[config.mk]
export PLATFORM = sky130hd
export DESIGN_NAME = ltc2387_tx
export DESIGN_NICKNAME = d
export VERILOG_FILES = /design/src/rtl/ltc2387_tx.sv
export SDC_FILE = /design/constraint.sdc
export NUM_CORES = 1
export LEC_CHECK = 0
export ABC_AREA = 0
export ABC_CLOCK_PERIOD_IN_PS = 3700
export BUFFER_PORTS_ARGS = -buffer_cell sky130_fd_sc_hd__buf_2
export CORE_MARGIN = 2
export CORE_UTILIZATION = 40
export CTS_CLUSTER_DIAMETER = 40
export CTS_CLUSTER_SIZE = 28
export DETAILED_ROUTE_END_ITERATION = 10
export PLACE_DENSITY_LB_ADDON = 0.12
export SYNTH_ARGS = -nofsm -noshare
export SYNTH_HDL_FRONTEND = slang
export SYNTH_SLANG_ARGS = --single-unit
[constraint.sdc]
create_clock -name clk -period 3.7 [get_ports clk]
set_input_delay 0.555 -clock clk [delete_from_list [all_inputs] [get_ports clk]]
set_output_delay 0.555 -clock clk [all_outputs]
set_load 0.02 [all_outputs]
[src/rtl/ltc2387_tx.sv]
// LTC2387 two-lane transmit emulator: serializes one 18-bit sample pair per frame,
// two bits per clock MSB first, with a 5-pulse DCO burst delayed by CO_DELAY cycles.
module ltc2387_tx #(
  parameter int CO_DELAY     = 1,
  parameter int FRAME_CYCLES = 16
) (
  input  logic        clk,
  input  logic        resetn,
  input  logic        test_pattern,
  input  logic [17:0] sample0,
  input  logic [17:0] sample1,
  input  logic        sample_valid,
  output logic        sample_ready,
  output logic        frame_start,
  output logic        din0_a,
  output logic        din0_b,
  output logic        din0_co,
  output logic        din1_a,
  output logic        din1_b,
  output logic        din1_co
);

  typedef enum logic [1:0] {
    IDLE  = 2'd0,
    SHIFT = 2'd1,
    GAP   = 2'd2
  } state_t;

  localparam logic [7:0] SHIFT_LAST = 8'(9 + CO_DELAY);
  localparam logic [7:0] GAP_LAST   = 8'(FRAME_CYCLES - 1);

  state_t      state_q;
  logic [7:0]  cnt_q;
  logic [17:0] sh0_q;
  logic [17:0] sh1_q;
  logic [17:0] ramp_q;
  logic        ready_q;
  logic        start_q;
  logic        a0_q;
  logic        b0_q;
  logic        a1_q;
  logic        b1_q;
  logic        co_q;

  logic        accept;
  logic [17:0] src0;
  logic [17:0] src1;

  // cnt_q counts clock edges since the accepting edge.
  function automatic logic dco_at(input logic [7:0] k);
    int d;
    d = int'(k) - CO_DELAY;
    return (d >= 0) && (d <= 9) && ((d % 2) == 0);
  endfunction

  assign accept = ready_q && (test_pattern || sample_valid);
  assign src0   = test_pattern ? ramp_q  : sample0;
  assign src1   = test_pattern ? ~ramp_q : sample1;

  always_ff @(posedge clk) begin
    if (!resetn) begin
      state_q <= IDLE;
      cnt_q   <= 8'd0;
      sh0_q   <= 18'd0;
      sh1_q   <= 18'd0;
      ramp_q  <= 18'd0;
      ready_q <= 1'b0;
      start_q <= 1'b0;
      a0_q    <= 1'b0;
      b0_q    <= 1'b0;
      a1_q    <= 1'b0;
      b1_q    <= 1'b0;
      co_q    <= 1'b0;
    end else begin
      case (state_q)
        IDLE: begin
          a0_q <= 1'b0;
          b0_q <= 1'b0;
          a1_q <= 1'b0;
          b1_q <= 1'b0;
          co_q <= 1'b0;
          start_q <= 1'b0;
          ready_q <= 1'b1;
          if (accept) begin
            // Pair 0 leaves on the accepting edge; the rest wait in the shift registers.
            a0_q    <= src0[17];
            b0_q    <= src0[16];
            a1_q    <= src1[17];
            b1_q    <= src1[16];
            sh0_q   <= src0 << 2;
            sh1_q   <= src1 << 2;
            co_q    <= dco_at(8'd0);
            start_q <= 1'b1;
            ready_q <= 1'b0;
            cnt_q   <= 8'd1;
            state_q <= SHIFT;
            if (test_pattern) begin
              ramp_q <= ramp_q + 18'd1;
            end
          end
        end
        SHIFT: begin
          start_q <= 1'b0;
          a0_q    <= sh0_q[17];
          b0_q    <= sh0_q[16];
          a1_q    <= sh1_q[17];
          b1_q    <= sh1_q[16];
          sh0_q   <= sh0_q << 2;
          sh1_q   <= sh1_q << 2;
          co_q    <= dco_at(cnt_q);
          cnt_q   <= cnt_q + 8'd1;
          if (cnt_q == SHIFT_LAST) begin
            state_q <= GAP;
          end
        end
        GAP: begin
          start_q <= 1'b0;
          a0_q    <= 1'b0;
          b0_q    <= 1'b0;
          a1_q    <= 1'b0;
          b1_q    <= 1'b0;
          co_q    <= 1'b0;
          cnt_q   <= cnt_q + 8'd1;
          if (cnt_q == GAP_LAST) begin
            ready_q <= 1'b1;
            state_q <= IDLE;
          end
        end
        default: begin
          state_q <= IDLE;
          ready_q <= 1'b0;
        end
      endcase
    end
  end

  assign sample_ready = ready_q;
  assign frame_start  = start_q;
  assign din0_a       = a0_q;
  assign din0_b       = b0_q;
  assign din1_a       = a1_q;
  assign din1_b       = b1_q;
  assign din0_co      = co_q;
  assign din1_co      = co_q;

endmodule

==> metrics.csv <==
stage;metric;value;unit
run_status;status;finished, final reports clean;
sta;rsz0062_at_grt;no;
yosys;synth-edff-count;0;
place;dpl_cell_area;3940;sq um
clock_network;clock_latency;0.35;ns
setup_path;path_class;reg2reg;
sta;worst_slew_pin_slew;0.919;ns
sta;setup_viol;0;
clock_network;cts_made_buffers;9;
sta;setup_tns;0;ns
sta;slew_violations;0;
die;die_height;100;microns
die;rows;35;
global_routing;grt_start_max_net_pins;60;
setup_path;r2r-end;ramp_q[14];
clock_network;cts_hold_buf;0;
yosys;syn-cell-area;3690;sq um
setup_path;crit_fanout;18;
layout;design_area;4140;sq um
worst_hold_path;hold_class;reg2reg;
setup_path;path_cells;inv_1, ha_1, and4_4, nand3_1, o311ai_0, o41ai_1;
sta;fin_skew;0.00979;ns
global_routing;grt_pass1_vias;3072;
clock_network;numClockSinks;67;
yosys;avgSynthCellArea;8.27;sq um
clock_network;clk_path_buf_depth;2;
setup_path;rr_worst_depth;6;
setup_path;rr_startpoint;state_q[1];
yosys;synth_async_sr_flop_share;0;%
layout;fin_nets;522;
sta;relSlewSlack;38.7;%
global_routing;grt_pass1_wl;15100;microns
setup_path;rrSetupSlack;1.36;ns
die;top_level_ports;48;
sta;period_needed;2.34;ns
layout;drive_gt1_share;17.4;%
die;coreArea;9110;sq um
job;cap_violations;0;
routing;ant_nets;0;
yosys;synth_cell_types;48;
place;place.gp.congestion;0.780;
setup_path;max_stage_delay;0.67;ns
routing;drt-wirelength-per-cell;15.3;microns
clock_network;htreeDepth;3;
sta;min_period_over_period;63.3;%
setup_path;worstSetupPathDepth;6;
worst_hold_path;min_to;sh0_q[3];
setup_path;crit_slowest_cell;ha_1;
setup_path;endpoint_kind;flop;
clock_network;cts_root_buffer;clkbuf_8;
routing;route.detailed.drc;0;
clock_network;cts_setup_buffers;0;
yosys;synth-main-ff-cell;dfxtp_1;
routing;routed_wl;9000;microns
pwr;peakVddDrop;249;uV
place;dp_hpwl;6140;microns
place;port_buffers;47;
sta;finalHoldViolations;0;
yosys;syn-num-nets;494;
worst_hold_path;holdPathStages;2;
setup_path;critPathRequiredTime;3.91;ns
yosys;synth_cells;446;
global_routing;antenna_found_initial;0;
layout;syn_to_final_growth;12.1;%
routing;drtIter0Drc;153;
yosys;ys_seq_elements;67;
die;dieArea;10000;sq um
clock_network;cts_resized;0;
clock_network;clk_pin_slew;0.07;ns
clock_network;cts_tree;built;
setup_path;path_buf_inv;1;
die;die-width;100;microns
die;start_util;40.5;%
worst_hold_path;hold_start;sh0_q[3];
routing;drt-pass1-iter-count;4;
yosys;seq_area_frac_synth;36.4;%
routing;routed_via_density;5.42;
setup_path;startpoint_type;flop;
yosys;yosys_warnings;0;
routing;dr_total_vias;3192;
setup_path;cp.arrival;2.55;ns
sta;max_freq;427;MHz
layout;n_antenna_cell;0;
pwr;cellPowerDensity;615;nW/um^2
setup_path;cpLargestDelayFamily;adder cells;
global_routing;gr-total-overflow;0;
global_routing;grt_usage;18.9;%
pwr;leakage;1.63;nW
-- stage by stage --
step	hold slack (ns)	util, %	cells	setup slack, ns	total power [mW]
after detailed placement	0.446	43.3	574	1.11	1.95
after floorplan	0.432	-	446	1.98	1.72
after CTS	0.455	45.4	589	1.35	2.58
after global routing	0.477	45.4	589	1.13	2.74
final	0.451	45.4	589	1.36	2.54
after global placement	0.441	43.3	574	1.16	1.94
-- logic make-up (layout without fill, tap and decap cells) --
group                      after synthesis  after routing  share of synthesized area, %
AOI/OAI and AO/OA                      100            100                          19.5
xor gates and xnor gates                14             14                          3.32
adders and majority gates                8              8                          2.71
buffers and inverters                   49             81                          5.83
DFF                                     67             67                          36.4
muxes                                   28             28                          7.67
and+or+nand+nor                        180            180                          24.6
-- layout make-up --
class	count	area [sq um]
Fill cell	967	4970
Multi-Input combinational cell	330	2140
Sequential cell	67	1340
Timing Repair Buffer	52	273
Clock buffer	13	159
Tap cell	111	139
Inverter	14	52.6
Clock inverter	2	35.0
-- worst register-to-register path: stages (launching register included) --
cell and delay, ns:
dfxtp_1 0.33, inv_1 0.11, ha_1 0.67, and4_4 0.38, nand3_1 0.22, o311ai_0 0.37
o41ai_1 0.13
-- synth_stat cells, drive strengths merged, types with 4 or more instances --
library cell,n,share of area [%]
a21oi,42,5.7
dfxtp,67,36
xor2,4,0.95
o21ai,6,0.92
nand4,7,1.2
and3,4,0.68
nand3,28,4.2
clkbuf,19,2.0
mux2i,26,7.1
a211oi,5,1.0
nand2b,30,5.1
nand2,64,6.5
buf,16,2.4
nor2,21,2.1
xnor2,10,2.4
nor3,9,1.2
ha,8,2.7
inv,13,1.3
nor2b,4,0.68
o211ai,28,5.7
-- layer usage --
layer / track usage (%) / share of wire (%)
met1: 26.2 / 50
met5: 0 / 0
met2: 29.3 / 45
met3: 3.06 / 3.1
met4: 7.80 / 1.7
-- sequential cells by signal (all words and copies together) (netlist names) --
name,flops
cnt_q,8
din0_a,1
din0_b,1
din0_co,1
din1_a,1
din1_b,1
frame_start,1
ramp_q,18
sample_ready,1
sh0_q,16
sh1_q,16
state_q,2
-- worst max-delay path by stage --
stage            startpoint         end  slack [ns]
3_5_place_dp   test_pattern  ramp_q[14]        1.11
5_1_grt          state_q[1]  ramp_q[14]        1.13
2_1_floorplan  test_pattern      din0_a        1.98
4_1_cts          state_q[1]  ramp_q[14]        1.35
6_report         state_q[1]  ramp_q[14]        1.36
3_3_place_gp   test_pattern  ramp_q[10]        1.16
-- power breakdown --
| part | switching [mW] | internal (mW) | total, mW | leakage [nW] |
|---|---|---|---|---|
| Combinational | 0.566 | 0.324 | 0.891 | 0.981 |
| Clock | 0.275 | 0.344 | 0.620 | 0.0995 |
| Sequential | 0.122 | 0.909 | 1.03 | 0.545 |
-- cells in the final DEF (no fill, tap or decap), types with 7 or more instances in the layout --
cell	n
a21oi_1	41
buf_2	47
clkbuf_8	11
dfxtp_1	67
ha_1	8
inv_1	12
mux2i_1	26
nand2_1	64
nand2b_1	30
nand3_1	25
nand4_1	7
nor2_1	21
nor3_1	9
o211ai_1	28
xnor2_1	10
No activity file was read; power rests on OpenSTA's default activity.
